==> src/rtl/seven_seg_text_scanner.sv <==
// Multiplexed 7-segment text scanner: message buffer, one-hot digit scan and window scrolling.
// Optional per-slot segment dimming is enabled by defining SEVEN_SEG_DIM_EN.
module seven_seg_text_scanner #(
    parameter int unsigned N_DIGITS      = 8,
    parameter int unsigned MSG_LEN       = 16,
    parameter int unsigned DIV_CYCLES    = 4096,
    parameter int unsigned SCROLL_FRAMES = 64
) (
    input  logic                       clock,
    input  logic                       reset,
    input  logic                       wr_en,
    input  logic [$clog2(MSG_LEN)-1:0] wr_addr,
    input  logic [4:0]                 wr_char,
    input  logic                       wr_dp,
    input  logic                       scroll_en,
    input  logic                       scroll_clr,
`ifdef SEVEN_SEG_DIM_EN
    input  logic [3:0]                 brightness,
`endif
    output logic [7:0]                 abcdefgh,
    output logic [N_DIGITS-1:0]        digit,
    output logic                       frame_tick
);

    localparam int unsigned AW = $clog2(MSG_LEN);
    localparam int unsigned SW = AW + 1;
    localparam int unsigned CW = $clog2(DIV_CYCLES);
    localparam int unsigned DW = $clog2(N_DIGITS);
    localparam int unsigned FW = (SCROLL_FRAMES > 1) ? $clog2(SCROLL_FRAMES) : 1;

    // Segment pattern {a,b,c,d,e,f,g}; the decimal point is appended separately.
    function automatic logic [6:0] seg_decode(input logic [4:0] code);
        logic [6:0] seg;
        case (code)
            5'h00:   seg = 7'b111_1110;
            5'h01:   seg = 7'b011_0000;
            5'h02:   seg = 7'b110_1101;
            5'h03:   seg = 7'b111_1001;
            5'h04:   seg = 7'b011_0011;
            5'h05:   seg = 7'b101_1011;
            5'h06:   seg = 7'b101_1111;
            5'h07:   seg = 7'b111_0000;
            5'h08:   seg = 7'b111_1111;
            5'h09:   seg = 7'b111_1011;
            5'h0A:   seg = 7'b111_0111;
            5'h0B:   seg = 7'b001_1111;
            5'h0C:   seg = 7'b100_1110;
            5'h0D:   seg = 7'b011_1101;
            5'h0E:   seg = 7'b100_1111;
            5'h0F:   seg = 7'b100_0111;
            5'h11:   seg = 7'b110_0111;
            5'h12:   seg = 7'b101_1110;
            5'h13:   seg = 7'b000_1110;
            5'h14:   seg = 7'b011_0111;
            5'h15:   seg = 7'b011_1110;
            5'h16:   seg = 7'b000_0001;
            default: seg = 7'b000_0000;
        endcase
        return seg;
    endfunction

    // Message buffer
    logic [MSG_LEN-1:0][4:0] char_q;
    logic [MSG_LEN-1:0]      dp_q;
    logic                    addr_ok;

    // Scan and scroll state
    logic [CW-1:0]       scan_cnt_q, scan_cnt_d;
    logic [N_DIGITS-1:0] digit_q, digit_d;
    logic [DW-1:0]       idx_q, idx_d, idx_next;
    logic [7:0]          seg_q, seg_d, seg_new;
    logic                frame_tick_q, frame_tick_d;
    logic [AW-1:0]       offset_q, offset_d;
    logic [FW-1:0]       frame_cnt_q, frame_cnt_d;
    logic                advance;
    logic [SW-1:0]       sel_sum;
    logic [AW-1:0]       sel_idx;

    // Address width may exceed MSG_LEN when it is not a power of two.
    assign addr_ok = ({1'b0, wr_addr} < SW'(MSG_LEN));

    always_ff @(posedge clock) begin
        if (reset) begin
            char_q <= {MSG_LEN{5'h10}};
            dp_q   <= '0;
        end else if (wr_en && addr_ok) begin
            char_q[wr_addr] <= wr_char;
            dp_q[wr_addr]   <= wr_dp;
        end
    end

    assign advance = (scan_cnt_q == CW'(DIV_CYCLES - 1));

    // Entry for the digit about to light: leftmost digit shows the entry at offset.
    always_comb begin
        idx_next = (idx_q == DW'(N_DIGITS - 1)) ? '0 : idx_q + DW'(1);
        sel_sum  = SW'(offset_q) + SW'(N_DIGITS - 1) - SW'(idx_next);
        if (sel_sum >= SW'(MSG_LEN)) begin
            sel_idx = AW'(sel_sum - SW'(MSG_LEN));
        end else begin
            sel_idx = AW'(sel_sum);
        end
        seg_new = {seg_decode(char_q[sel_idx]), dp_q[sel_idx]};
    end

    always_comb begin
        scan_cnt_d   = scan_cnt_q + CW'(1);
        digit_d      = digit_q;
        idx_d        = idx_q;
        seg_d        = seg_q;
        frame_tick_d = 1'b0;
        if (advance) begin
            scan_cnt_d   = '0;
            digit_d      = {digit_q[N_DIGITS-2:0], digit_q[N_DIGITS-1]};
            idx_d        = idx_next;
            seg_d        = seg_new;
            frame_tick_d = digit_q[N_DIGITS-1];
        end
    end

    // A clear overrides any scroll step landing in the same cycle.
    always_comb begin
        offset_d    = offset_q;
        frame_cnt_d = frame_cnt_q;
        if (scroll_clr) begin
            offset_d    = '0;
            frame_cnt_d = '0;
        end else if (scroll_en && frame_tick_q) begin
            if (frame_cnt_q == FW'(SCROLL_FRAMES - 1)) begin
                frame_cnt_d = '0;
                offset_d    = (offset_q == AW'(MSG_LEN - 1)) ? '0 : offset_q + AW'(1);
            end else begin
                frame_cnt_d = frame_cnt_q + FW'(1);
            end
        end
    end

    always_ff @(posedge clock) begin
        if (reset) begin
            scan_cnt_q   <= '0;
            digit_q      <= N_DIGITS'(1);
            idx_q        <= '0;
            seg_q        <= '0;
            frame_tick_q <= 1'b0;
            offset_q     <= '0;
            frame_cnt_q  <= '0;
        end else begin
            scan_cnt_q   <= scan_cnt_d;
            digit_q      <= digit_d;
            idx_q        <= idx_d;
            seg_q        <= seg_d;
            frame_tick_q <= frame_tick_d;
            offset_q     <= offset_d;
            frame_cnt_q  <= frame_cnt_d;
        end
    end

`ifdef SEVEN_SEG_DIM_EN
    logic [CW+4:0] dim_prod;
    logic [CW:0]   on_next, on_q, on_d;
    logic [7:0]    out_q, out_d;

    // Lit cycles per slot: (brightness+1)*DIV_CYCLES/16, latched when the slot starts.
    always_comb begin
        dim_prod = ((CW+5)'(brightness) + (CW+5)'(1)) * (CW+5)'(DIV_CYCLES);
        on_next  = (CW+1)'(dim_prod >> 4);
        on_d     = on_q;
        out_d    = 8'h00;
        if (advance) begin
            on_d = on_next;
            if (on_next != '0) begin
                out_d = seg_new;
            end
        end else if (({1'b0, scan_cnt_q} + (CW+1)'(1)) < on_q) begin
            out_d = seg_q;
        end
    end

    always_ff @(posedge clock) begin
        if (reset) begin
            on_q  <= '0;
            out_q <= '0;
        end else begin
            on_q  <= on_d;
            out_q <= out_d;
        end
    end

    assign abcdefgh = out_q;
`else
    assign abcdefgh = seg_q;
`endif

    assign digit      = digit_q;
    assign frame_tick = frame_tick_q;

endmodule

==> config.mk <==
export PLATFORM = sky130hd
export DESIGN_NAME = seven_seg_text_scanner
export DESIGN_NICKNAME = d
export VERILOG_FILES = /design/src/rtl/seven_seg_text_scanner.sv
export SDC_FILE = /design/constraint.sdc
export NUM_CORES = 1
export LEC_CHECK = 0
export ABC_AREA = 1
export BUFFER_PORTS_ARGS = -buffer_cell sky130_fd_sc_hd__buf_4
export CORE_MARGIN = 2
export CORE_UTILIZATION = 35
export DETAILED_ROUTE_END_ITERATION = 8
export GPL_TIMING_DRIVEN = 0
export PLACE_DENSITY_LB_ADDON = 0.1
export SETUP_SLACK_MARGIN = 0.02
export SLEW_MARGIN = 20
export SYNTH_ARGS = -nofsm -noshare
export SYNTH_HDL_FRONTEND = slang
export SYNTH_SLANG_ARGS = --single-unit
export TNS_END_PERCENT = 30
==> constraint.sdc <==
create_clock -name clock -period 5.5 [get_ports clock]
set_clock_uncertainty 0.2 [all_clocks]
set_input_delay 0.275 -clock clock [delete_from_list [all_inputs] [get_ports clock]]
set_output_delay 0.275 -clock clock [all_outputs]
set_load 0.02 [all_outputs]
==> metrics.md <==
| Metric | Value |
|---|---|
| First-pass GRT wire length | `29.48 mm` |
| Power per cell area | `293.0 nW/µm²` |
| Layout area overhead | `17.80%` |
| Max Fclk | `~0.24 GHz` |
| Ys Warns | `0` |
| Post-Syn Nets | `970` |
| Met3 Usage GRT | `3.635%` |
| Synth cell types | `36` |
| Routed WL | `18.27 mm` |
| RePlAce Congestion | `between 0.8 and 0.9` |
| Worst slew margin | `48.22%` |
| DIE WIDTH | `141.0 µm` |
| Worst-Skew Late Latency | `0.42 ns` |
| Post-synthesis compound-gate area fraction | `a little over an eighth` |
| Layout Nets | `1026` |
| Crit end category | `flop` |
| Root buf cell | `clkbuf_16` |
| H-tree levels | `4` |
| Post-synthesis cell count | `around 940` |
| Min cycle time layout | `4.115 ns` |
| Vias in the first global route | `5626` |
| Area occupied by multi-input gates | `3198 µm²` |
| Worst-path fanout max | `10` |
| Half-perimeter wire length after placement | `13.49 mm` |
| Most common cell after layout, fill and taps aside | `nand2_1` |
| Simple-Gate Fraction of Synth Area | `between 30% and 40%` |
| Max VDD drop | `0.0002195 V` |
| Global route overflow | `0` |
| Endpoints failing setup | `0` |
| Via/cell ratio | `4.820` |
| I/O pin cnt | `32` |
| Met2 usage | `31.25%` |
| WL/cell | `14.73 µm` |
| Fillers | `1978` |
| N_diodes | `0` |
| Largest net degree at the start of global routing | `17` |
| Die ar. | `~20000 µm²` |
| Setup Buffers After CTS | `0` |
| Core Area | `18580 µm²` |
| Multiplexer area fraction after synthesis | `0%` |
| Tcrit/Tclk final | `around 75%` |
| Max-cap violations | `0` |
| Cell Area, Placed | `around 7100 µm²` |
| Critical Path AT | `between 4 and 5 ns` |
| Clk sinks | `138` |
| Row Count | `50` |
| Port Buffers | `30` |
| First drt pass iteration count | `5` |
| Seq cells post-synth | `roughly 140` |
| Critical Path Source Type | `flop` |
| Slew Limit Fails | `0` |
| Worst Hold Class | `input port to flop` |
| GR Util All Layers | `roughly a fifth` |
| Final Hold Viols | `0` |
| Status | `complete, no violations` |
| R2r setup slk | `around 1.4 ns` |
| Most frequent cells in the layout | `nand2_1 (183), nor2_1 (171), dfxtp_1 (138)` |
| Min Hold Slack | `0.01928 ns` |
| Total CTS buffers | `17` |
| Sequential fraction of the synthesis area | `42.08%` |
| Setup TNS | `0 ns` |
| Via count | `5981` |
| Hold path startpoint | `wr_dp` |
| Met1 Track Usage GR | `between 20% and 30%` |
| Post-Synth XOR/XNOR Area | `less than 1%` |
| Effective utilization at floorplan | `about a third` |
| Worst-path clk slew | `0.06 ns` |
| Cts repair resizes | `0` |
| Largest family of logic cells by synthesized area | `simple AND/OR/NAND/NOR gates` |
| Initial antenna violation count | `0` |
| Drt drc | `0` |
| DRT iter0 DRCs | `between 200 and 300` |
| Unrepaired setup endpoints after global routing | `false` |
| CP required | `5.61 ns` |
| Chip height | `141.0 µm` |
| Leakage | `approximately 3.3 nW` |
| Antenna Nets Post-Route | `0` |
| Busiest layer in global routing | `met2` |
| Final setup margin | `1.385 ns` |
| Layout cells sized above 1 | `10.13%` |
| # hold bufs at CTS | `7` |
| Post-Synth Adder-Cell Area | `under 10%` |
| Final instance area | `7734 µm²` |
| Synth Cell Area | `6565 µm²` |
| Critical path class | `flop to flop` |
| Worst Setup SP | `idx_q[0]` |
| Worst-Margin Slew | `between 0.7 and 0.8 ns` |
| Syn avg cell area | `6.999 µm²` |
| Max clock buf depth | `2` |
| Worst flop-to-flop path startpoint | `idx_q[0]` |
| CTS tree | `yes` |
| Storage element area | `2763 µm²` |
| Placement Setup Slack | `1.423 ns` |
[layout make-up]
class                           count  area share [%]
Buffer                             36           3.300
Clock buffer                       20           5.905
Clock inverter                     12           1.602
Inverter                           93           4.514
Multi-Input combinational cell    671           41.35
Sequential cell                   138           35.72
Tap cell                          234           3.786
Timing Repair Buffer               37           3.818
[worst max-delay path, stage by stage (launching register included)]
cell and delay [ns]:
dfxtp_1 0.31, ha_1 0.20, ha_1 0.18, inv_1 0.07
nand2_1 0.07, ha_1 0.30, ha_1 0.21, fa_1 0.46
inv_1 0.24, buf_2 0.35, nand3_1 0.12, nand3_1 0.15
nand2_1 0.24, inv_1 0.18, ha_1 0.25, inv_1 0.08
nand2_1 0.07, nand2_1 0.06, nand2_1 0.06, nand2_1 0.06
nand2_1 0.05, nand2_1 0.05, nand2_1 0.05
[stage by stage]
stage          util (%)  std cells  total power, mW
2_1_floorplan         -        938            1.116
3_3_place_gp      38.12       1202            1.156
3_5_place_dp      38.12       1202            1.156
4_1_cts           41.62       1241            2.291
5_1_grt           41.62       1241            2.357
6_report          41.62       1241            2.266
[layer usage]
layer / part of all wire [%] / vias to the layer above
met5: 0 / -
li1: - / 3137
met3: 3.8 / 21
met1: 48 / 2695
met4: 1.9 / 0
met2: 46 / 128
[cell families (layout without fill, tap and decap cells)]
| logic type | count (synthesis) | after routing |
|---|---|---|
| AO/OA/AOI/OAI | 165 | 165 |
| AND/OR/NAND/NOR | 482 | 482 |
| buffers and inverters | 129 | 198 |
| flip-flops | 138 | 138 |
| XOR/XNOR | 7 | 7 |
| adder cells (fa/ha/maj) | 17 | 17 |
[flip-flops by register name (all words and copies together), names as in the netlist]
register	cells
digit	8
offset_q	4
frame_tick	1
char_q	80
abcdefgh	8
frame_cnt_q	6
idx_q	3
scan_cnt_q	12
dp_q	16
[worst paths after layout]
kind,endpoint,cells after the start
setup / recovery,abcdefgh[6],22
hold / removal,dp_q[1],3
setup reg to reg,abcdefgh[6],22
hold reg to reg,abcdefgh[2],2
[synth_stat cells, drive strengths merged]
cell    number  area (µm²)
a21oi       42       214.0
o22ai        7       57.56
nor2       174       674.4
xor2         5       43.79
o211ai       6       45.04
nand3       98       500.5
clkbuf      16       60.06
inv         90       337.8
fa           1       20.02
nand3b       1       7.510
clkinv       3       11.26
nor3        10       50.05
nand2      191       752.0
and3         1       11.26
nand4        3       18.77
dfxtp      138        2763
or2          1       8.760
buf         20       195.2
o21ai      110       554.3
xnor2        2       17.52
nor3b        3       22.52
ha          16       200.2
[where the power goes]
group | total, mW | switching [mW] | internal [mW]
registers | 1.02 | 0.00790 | 1.02
clock network | 1.13 | 0.442 | 0.687
logic | 0.112 | 0.0736 | 0.0383
Power figures use the tool's default switching activity.
